## src/rtl/hazard_pkg.sv

```systemverilog
// Shared types and constants for the MIPS pipeline hazard unit.
// Stage records carry only what stall and forwarding decisions need.
package hazard_pkg;

    localparam int REG_AW = 5;
    localparam int TW     = 2;

    localparam logic [1:0] FWD_GRF = 2'd0;
    localparam logic [1:0] FWD_E   = 2'd1;
    localparam logic [1:0] FWD_M   = 2'd2;
    localparam logic [1:0] FWD_W   = 2'd3;

    localparam logic [TW-1:0] TNEW_ALU  = 2'd1;
    localparam logic [TW-1:0] TNEW_LOAD = 2'd2;

    typedef struct packed {
        logic [REG_AW-1:0] a3;
        logic              we;
        logic [TW-1:0]     tnew;
    } rec_t;

    localparam rec_t REC_NONE = '0;

    function automatic logic live(input rec_t x);
        return x.we && (x.a3 != '0);
    endfunction

    function automatic logic [TW-1:0] tnew_dec(input logic [TW-1:0] t);
        return (t == '0) ? '0 : t - 1'b1;
    endfunction

endpackage

```

## src/rtl/hazard_unit_fwd_select.sv

```systemverilog
// Priority encoder picking the youngest stage that can forward register r.
// Unused candidate slots are tied to an empty record.
module fwd_select
    import hazard_pkg::*;
(
    input  logic [REG_AW-1:0] r,
    input  rec_t              e,
    input  rec_t              m,
    input  rec_t              w,
    output logic [1:0]        sel
);

    function automatic logic cand(input rec_t x, input logic [REG_AW-1:0] reg_a);
        return live(x) && (x.a3 == reg_a) && (x.tnew == '0);
    endfunction

    always_comb begin
        sel = FWD_GRF;
        if (r != '0) begin
            if (cand(e, r))
                sel = FWD_E;
            else if (cand(m, r))
                sel = FWD_M;
            else if (cand(w, r))
                sel = FWD_W;
        end
    end

endmodule

```

## src/rtl/hazard_unit.sv

```systemverilog
// Stall and forwarding control for the 5-stage MIPS pipeline.
// Shadow records of E/M/W advance with the pipeline; a stall bubbles E.
module hazard_unit
    import hazard_pkg::*;
#(
    parameter int RA_W = 5,
    parameter int T_W  = 2
) (
    input  logic            clk,
    input  logic            reset,
    input  logic [RA_W-1:0] d_rs,
    input  logic [RA_W-1:0] d_rt,
    input  logic            d_rs_used,
    input  logic            d_rt_used,
    input  logic [T_W-1:0]  d_rs_tuse,
    input  logic [T_W-1:0]  d_rt_tuse,
    input  logic [RA_W-1:0] d_a3,
    input  logic            d_regwrite,
    input  logic [T_W-1:0]  d_tnew,
    output logic            stall,
    output logic [1:0]      fwd_rs_d,
    output logic [1:0]      fwd_rt_d,
    output logic [1:0]      fwd_rs_e,
    output logic [1:0]      fwd_rt_e,
    output logic [1:0]      fwd_rt_m
);

    rec_t              e_rec;
    rec_t              m_rec;
    rec_t              w_rec;
    logic [REG_AW-1:0] e_rs;
    logic [REG_AW-1:0] e_rt;
    logic [REG_AW-1:0] m_rt;

    logic stall_rs;
    logic stall_rt;

    // A producer blocks D when its result arrives later than D needs it.
    function automatic logic late(input rec_t x,
                                  input logic [REG_AW-1:0] r,
                                  input logic [TW-1:0] tuse);
        return live(x) && (x.a3 == r) && (x.tnew > tuse);
    endfunction

    always_comb begin
        stall_rs = d_rs_used && (d_rs != '0) &&
                   (late(e_rec, d_rs, d_rs_tuse) ||
                    late(m_rec, d_rs, d_rs_tuse));
        stall_rt = d_rt_used && (d_rt != '0) &&
                   (late(e_rec, d_rt, d_rt_tuse) ||
                    late(m_rec, d_rt, d_rt_tuse));
        stall    = stall_rs || stall_rt;
    end

    always_ff @(posedge clk or negedge reset) begin
        if (!reset) begin
            e_rec <= REC_NONE;
            m_rec <= REC_NONE;
            w_rec <= REC_NONE;
            e_rs  <= '0;
            e_rt  <= '0;
            m_rt  <= '0;
        end else begin
            if (stall) begin
                e_rec <= REC_NONE;
                e_rs  <= '0;
                e_rt  <= '0;
            end else begin
                e_rec <= '{a3: d_a3, we: d_regwrite, tnew: d_tnew};
                e_rs  <= d_rs_used ? d_rs : '0;
                e_rt  <= d_rt_used ? d_rt : '0;
            end
            m_rec <= '{a3: e_rec.a3, we: e_rec.we, tnew: tnew_dec(e_rec.tnew)};
            m_rt  <= e_rt;
            w_rec <= '{a3: m_rec.a3, we: m_rec.we, tnew: '0};
        end
    end

    fwd_select u_rs_d (
        .r   (d_rs),
        .e   (e_rec),
        .m   (m_rec),
        .w   (w_rec),
        .sel (fwd_rs_d)
    );

    fwd_select u_rt_d (
        .r   (d_rt),
        .e   (e_rec),
        .m   (m_rec),
        .w   (w_rec),
        .sel (fwd_rt_d)
    );

    fwd_select u_rs_e (
        .r   (e_rs),
        .e   (REC_NONE),
        .m   (m_rec),
        .w   (w_rec),
        .sel (fwd_rs_e)
    );

    fwd_select u_rt_e (
        .r   (e_rt),
        .e   (REC_NONE),
        .m   (m_rec),
        .w   (w_rec),
        .sel (fwd_rt_e)
    );

    fwd_select u_rt_m (
        .r   (m_rt),
        .e   (REC_NONE),
        .m   (REC_NONE),
        .w   (w_rec),
        .sel (fwd_rt_m)
    );

endmodule

```

## config.mk

```make
export PLATFORM = sky130hd
export DESIGN_NAME = hazard_unit
export DESIGN_NICKNAME = d
export VERILOG_FILES = /design/src/rtl/hazard_pkg.sv /design/src/rtl/hazard_unit_fwd_select.sv /design/src/rtl/hazard_unit.sv
export SDC_FILE = /design/constraint.sdc
export NUM_CORES = 1
export LEC_CHECK = 0
export CAP_MARGIN = 20
export CORE_UTILIZATION = 40
export DETAILED_ROUTE_END_ITERATION = 8
export SLEW_MARGIN = 20
export SYNTH_ARGS = -nofsm -noshare
export SYNTH_HDL_FRONTEND = slang
export SYNTH_SLANG_ARGS = --single-unit
```

## constraint.sdc

```tcl
create_clock -name clk -period 4.19 [get_ports clk]
set_input_delay 1.0475 -clock clk [delete_from_list [all_inputs] [get_ports clk]]
set_output_delay 1.0475 -clock clk [all_outputs]
set_load 0.005 [all_outputs]
```

==> results.txt, run 1 <==
Fin cells -> 342
Share of flip-flops with an asynchronous set or reset -> 100%
I/O Pins -> 37
EDFF count, synth -> 0
Crit path cell chain -> clkdlybuf4s50_1, or4_1, o21ai_2, a211oi_1, and2_1, or3_1, dlygate4sd2_1
Worst hold slack -> 0.412 ns
Leading post-synthesis cells by cell area -> dfrtp_1 40%, xnor2_1 13%, xor2_1 7.2%
Die area -> 0.00611 sq mm
Hold EP -> m_rec[2]
DIE WIDTH -> 78.2 um
CTS Root Cell -> clkbuf_8
Worst EP arrival -> 3.03 ns
Post-DRT Antenna Nets -> 0
Post-route DRC -> 0
Pin count of the biggest net entering global routing -> 38
Pins Over Slew Limit -> 0
Crit Path Max Fanout -> 2
TritonCTS Buffers -> 5
Post-Synthesis Cell Area -> 0.00232 sq mm
Hold Startpoint -> e_rec[2]
Total gr overflow -> 0
Synth Flop Type -> dfrtp_1
First DRT Iteration DRCs -> 72
CTS Buffer Depth -> 2
Worst vdd ir -> 0.206 mV
CP Class -> input port to output port
Final worst-path setup slack -> 0.110 ns
Slew @ Worst Pin -> 0.483 ns
Vias -> 1765
Min Clock Period, post-route -> 4.08 ns
Critical Path RT -> 3.14 ns
Cell variety after synth -> 38
CP Capture Type -> output port
Layout cell share with drive strength beyond 1 -> 17.0%
Worst path buffer plus inverter count -> 2
Critical path's top delay family -> simple AND/OR/NAND/NOR gates
Syn_nets -> 256
Synth-to-layout area growth -> 25.6%
Port Buffers -> 36
Post-DP HPWL -> 3960 um
Core Box Area -> 0.00554 sq mm
Status -> completed
Most common cell after layout, fill and taps aside -> dfrtp_1
Yosys reg bits -> 37
Drt pass-1 iters -> 4
Fmax -> 245 MHz
Gpl congestion -> 0.782
Slowest stage delay, CP -> 0.54 ns
Worst setup SP type -> input port
Dpl cells -> 332
Vias in the first global route -> 1813
Hold Crit Depth -> 0
Clock skew -> 0.00634 ns
Reg2Reg Depth -> 6
Synth Warn # -> 0
FF-to-FF Start -> m_rec[3]
CTS tree -> built
Largest area contributor in the netlist -> dfrtp_1
Worst hold path class -> flip-flop to flip-flop
DR WL/cell -> 16.0 um
Pre-CTS setup slack -> -0.147 ns
Clk pin slew, worst setup/hold paths -> 0.08 ns
Endpoints failing setup -> 0
Setup TNS -> 0 ns
Most frequent cells in the layout -> 37 x dfrtp_1, 34 x xnor2_1, 34 x clkdlybuf4s50_1, 21 x buf_4, 19 x xor2_1
Sink Count -> 37
Yosys top cell area share -> 39.9%
Global-route wire length before repair -> 9230 um
Leak pwr -> 1.20 nW
Max H-tree Level -> 2
Final worst path period share -> 97.4%
Worst R2R End -> e_rec[7]
R2R setup slack -> 1.99 ns
Initial Utilization -> 41.9%
Pwr dens -> 280 mW/mm^2
Ant diodes -> 0
Sequential element share of the synthesized area -> 39.9%
WL final -> 5480 um
Later-pin clock latency in the skew report -> 0.29 ns
Final hold violations -> 0
Die outline height -> 78.2 um
Relative max-transition margin -> 67.5%
Row cnt -> 27
Global Route Usage Sum -> 20.0%
Avg Synthesized Cell Area -> 10.4 sq um
Vias per cell -> 5.16
Post-synthesis instance total -> 222
# nets final -> 303
CP max stage cell -> or4_1
Antenna violations before repair -> 0
Max Cap Viol -> 0
-- flip-flops by register name, indices dropped and copies added, names as in the netlist --
| register | flops |
|---|---|
| e_rec | 8 |
| m_rt | 5 |
| m_rec | 8 |
| e_rs | 5 |
| w_rec | 6 |
| e_rt | 5 |
-- final cells by class --
| cell class | instances | area (sq um) |
|---|---|---|
| clock inverters | 2 | 10.0 |
| inverters | 6 | 22.5 |
| repair buffers | 57 | 519 |
| fillers | 539 | 2630 |
| well taps | 72 | 90.1 |
| multi-input cells | 162 | 1270 |
| clock buffers | 6 | 72.6 |
| flip-flops and latches | 37 | 926 |
-- synthesized netlist by cell type, types with 4 or more instances --
cell type	count
or4_1	4
nor3_1	7
nor2_1	5
xnor2_1	34
dfrtp_1	37
xor2_1	19
nand4_1	4
ha_1	8
clkbuf_1	6
nand2_1	14
nor4b_1	8
nand3_1	7
nor4_2	9
o21ai_0	6
inv_1	6
nor4_1	7
a21oi_1	5
-- worst reg2reg max path: cells and delay by family, from the launching register on --
family	cells	cell delay, ns
and+or+nand+nor	2	0.87
DFF	1	0.51
AOI/OAI and AO/OA	3	0.50
buffers and inverters	1	0.21
-- what timing repair did --
item                       4_1_cts  5_1_grt
setup endpoints to repair        1        4
resized for setup                2        4
hold buffers                     0        0
pin swaps                        2        4
buffers inserted                 1        1
-- power by group --
group,switching [mW],leakage (nW),internal [mW],total (mW)
registers,0.0344,0.453,0.377,0.412
logic,0.0684,0.707,0.0905,0.159
clock network,0.129,0.0450,0.115,0.244
-- how the worst max path moves through the flow --
stage | from | endpoint | cells past startpoint
after global routing | d_rs[2] | fwd_rs_d[0] | 8
after CTS | d_rs[0] | fwd_rs_d[1] | 8
after detailed placement | d_rs[1] | stall | 7
after global placement | d_rs[1] | stall | 7
after floorplan | d_rt[2] | stall | 7
final | d_rs[1] | stall | 7
-- cells by family (layout without fill, tap and decap cells) --
logic type | after synthesis | after routing | synth area share, %
AND/OR/NAND/NOR | 80 | 80 | 23.8
buffers and inverters | 23 | 71 | 5.82
flip-flops | 37 | 37 | 39.9
XOR/XNOR | 53 | 53 | 20.0
adder cells (fa/ha/maj) | 8 | 8 | 4.32
AO/OA/AOI/OAI | 21 | 21 | 6.10
-- metal layers --
metal | wire, um | vias up | GRT usage (%) | part of all wire, %
met5 | 0 | - | 0 | 0
met4 | 62 | 0 | 4.44 | 1.1
met3 | 164 | 5 | 3.84 | 3.0
met2 | 2570 | 34 | 33.7 | 47
met1 | 2680 | 857 | 26.7 | 49
li1 | - | 869 | - | -
-- metrics by stage --
step,power (mW),cell area (sq um),util [%]
after floorplan,0.500,2320,-
after global placement,0.574,2800,50.5
after detailed placement,0.576,2800,50.5
after CTS,0.821,2890,52.2
after global routing,0.864,2910,52.6
final,0.815,2910,52.6
Power figures use the tool's default switching activity.
==> inputs of run 2 (changes only) <==
Settings changed: SETUP_SLACK_MARGIN set to 0.02.
==> results.txt, run 2 (synthesized netlist as in run 1, its figures left out) <==
Status -> completed (unchanged)
Antenna violations before repair -> 0 (unchanged)
CTS tree -> built (unchanged)
Worst vdd ir -> 0.207 mV (was 0.206 mV)
Initial Utilization -> 41.9% (unchanged)
RSZ-0062 raised after global routing -> yes
Post-route DRC -> 0 (unchanged)
Endpoints failing setup -> 0 (unchanged)
Worst EP arrival -> 3.02 ns (was 3.03 ns)
Slowest stage delay, CP -> 0.54 ns (about the same)
WL final -> 5490 um (was 5480 um)
Final worst-path setup slack -> 0.119 ns (was 0.110 ns)
Pwr dens -> 279 mW/mm^2 (was 280 mW/mm^2)
Worst setup SP type -> input port (unchanged)
Gpl congestion -> 0.782 (unchanged)
Worst hold path class -> flip-flop to flip-flop (unchanged)
CP Class -> input port to output port (unchanged)
Total gr overflow -> 0 (unchanged)
Port Buffers -> 36 (unchanged)
Die outline height -> 78.2 um (unchanged)
TritonCTS Buffers -> 5 (unchanged)
Pre-CTS setup slack -> -0.147 ns (unchanged)
Later-pin clock latency in the skew report -> 0.29 ns (about the same)
Min Clock Period, post-route -> 4.07 ns (was 4.08 ns)
Core Box Area -> 0.00554 sq mm (unchanged)
Final worst path period share -> 97.2% (was 97.4%)
Relative max-transition margin -> 67.3% (was 67.5%)
Global-route wire length before repair -> 9230 um (unchanged)
Drt pass-1 iters -> 4 (unchanged)
Synth-to-layout area growth -> 26.3% (was 25.6%)
CP Launch Point -> d_rt[1] (was d_rs[1])
Max Cap Viol -> 0 (unchanged)
Dpl cells -> 332 (unchanged)
Die area -> 0.00611 sq mm (unchanged)
Layout cell share with drive strength beyond 1 -> 17.8% (was 17.0%)
Most common cell after layout, fill and taps aside -> dfrtp_1 (unchanged)
Multi-input gate area -> 0.00129 sq mm (was 0.00127 sq mm)
Slew @ Worst Pin -> 0.485 ns (was 0.483 ns)
Most frequent cells in the layout -> 37 x dfrtp_1, 34 x xnor2_1, 34 x clkdlybuf4s50_1, 21 x buf_4, 19 x xor2_1 (unchanged)
Final hold violations -> 0 (unchanged)
CTS Root Cell -> clkbuf_8 (unchanged)
First DRT Iteration DRCs -> 90 (was 72)
Crit Path Max Fanout -> 2 (unchanged)
Clk pin slew, worst setup/hold paths -> 0.08 ns (about the same)
Storage cell area -> 926 sq um (unchanged)
Clock skew -> 0.00726 ns (was 0.00634 ns)
I/O Pins -> 37 (unchanged)
Critical Path RT -> 3.14 ns (about the same)
Pin count of the biggest net entering global routing -> 38 (unchanged)
Post-DRT Antenna Nets -> 0 (unchanged)
DR WL/cell -> 16.1 um (was 16.0 um)
Fmax -> 246 MHz (was 245 MHz)
Crit path cell chain -> clkdlybuf4s50_1, or4_4, o21ai_2, nor4_1, a21o_1, or3_1, dlygate4sd2_1 (was clkdlybuf4s50_1, or4_1, o21ai_2, a211oi_1, and2_1, or3_1, dlygate4sd2_1)
Sink Count -> 37 (unchanged)
Row cnt -> 27 (unchanged)
Ant diodes -> 0 (unchanged)
# fillers -> 535 (was 539)
Max H-tree Level -> 2 (unchanged)
Vias per cell -> 5.19 (was 5.16)
Hold Startpoint -> e_rec[2] (unchanged)
Post-layout util -> 52.9% (was 52.6%)
CP Capture Type -> output port (unchanged)
Vias -> 1774 (was 1765)
CTS Buffer Depth -> 2 (unchanged)
Leak pwr -> 1.21 nW (was 1.20 nW)
Post-DP HPWL -> 3960 um (unchanged)
DIE WIDTH -> 78.2 um (unchanged)
Worst hold slack -> 0.414 ns (was 0.412 ns)
# nets final -> 303 (unchanged)
Pins Over Slew Limit -> 0 (unchanged)
Fin cells -> 342 (unchanged)
FF-to-FF Start -> m_rec[3] (unchanged)
Global Route Usage Sum -> 20.0% (unchanged)
Largest regs -> e_rec: 8 flops, m_rec: 8 flops, w_rec: 6 flops (unchanged)
CP max stage cell -> or4_4 (was or4_1)
Vias in the first global route -> 1813 (unchanged)
[run 2: report_power, final]
group	switching (mW)	internal, mW	total (mW)
Sequential	0.0345	0.377	0.412
Clock	0.129	0.115	0.244
Combinational	0.0692	0.0912	0.160
Total	0.232	0.584	0.816
[run 2: final timing paths]
kind	to	slack, ns	depth (start not counted)
min in group asynchronous	w_rec[4]	1.18	2
worst max register to register	e_rec[2]	1.99	6
worst min-delay path	m_rec[2]	0.41	0
max in group asynchronous	e_rs[0]	2.67	2
worst max-delay path	stall	0.12	7
worst min register to register	m_rec[2]	0.41	0
[run 2: critical path: cells and delay by family]
family                 cells  cell delay, ns
buffers and inverters      2            0.70
and+or+nand+nor            3            0.93
AOI/OAI and AO/OA          2            0.35
[run 2: stage by stage]
stage | setup TNS [ns] | instance area (sq um) | total power [mW]
3_3_place_gp | -0.141 | 2800 | 0.574
5_1_grt | -0.00925 | 2930 | 0.865
4_1_cts | 0 | 2890 | 0.821
6_report | 0 | 2930 | 0.816
2_1_floorplan | 0 | 2320 | 0.500
3_5_place_dp | -0.147 | 2800 | 0.576
[run 2: repair_timing]
action | in CTS | in global routing
pin swaps | 2 | 4
setup endpoints to repair | 1 | 4
hold buffers | 0 | 0
resized for setup | 2 | 7
buffers inserted | 1 | 1
[run 2: final cells by class]
cell class,instances,share of cell area [%]
clock buffers,6,2.48
clock inverters,2,0.342
inverters,6,0.769
multi-input cells,162,44.0
flip-flops and latches,37,31.6
well taps,72,3.08
repair buffers,57,17.7
[run 2: metal layers]
metal  track usage (%)  routed length [um]  share of wire [%]
met2              33.7                2600                 47
met1              26.7                2590                 47
met4              4.44                  57                1.0
met3              3.84                 250                4.6
met5                 0                   0                  0
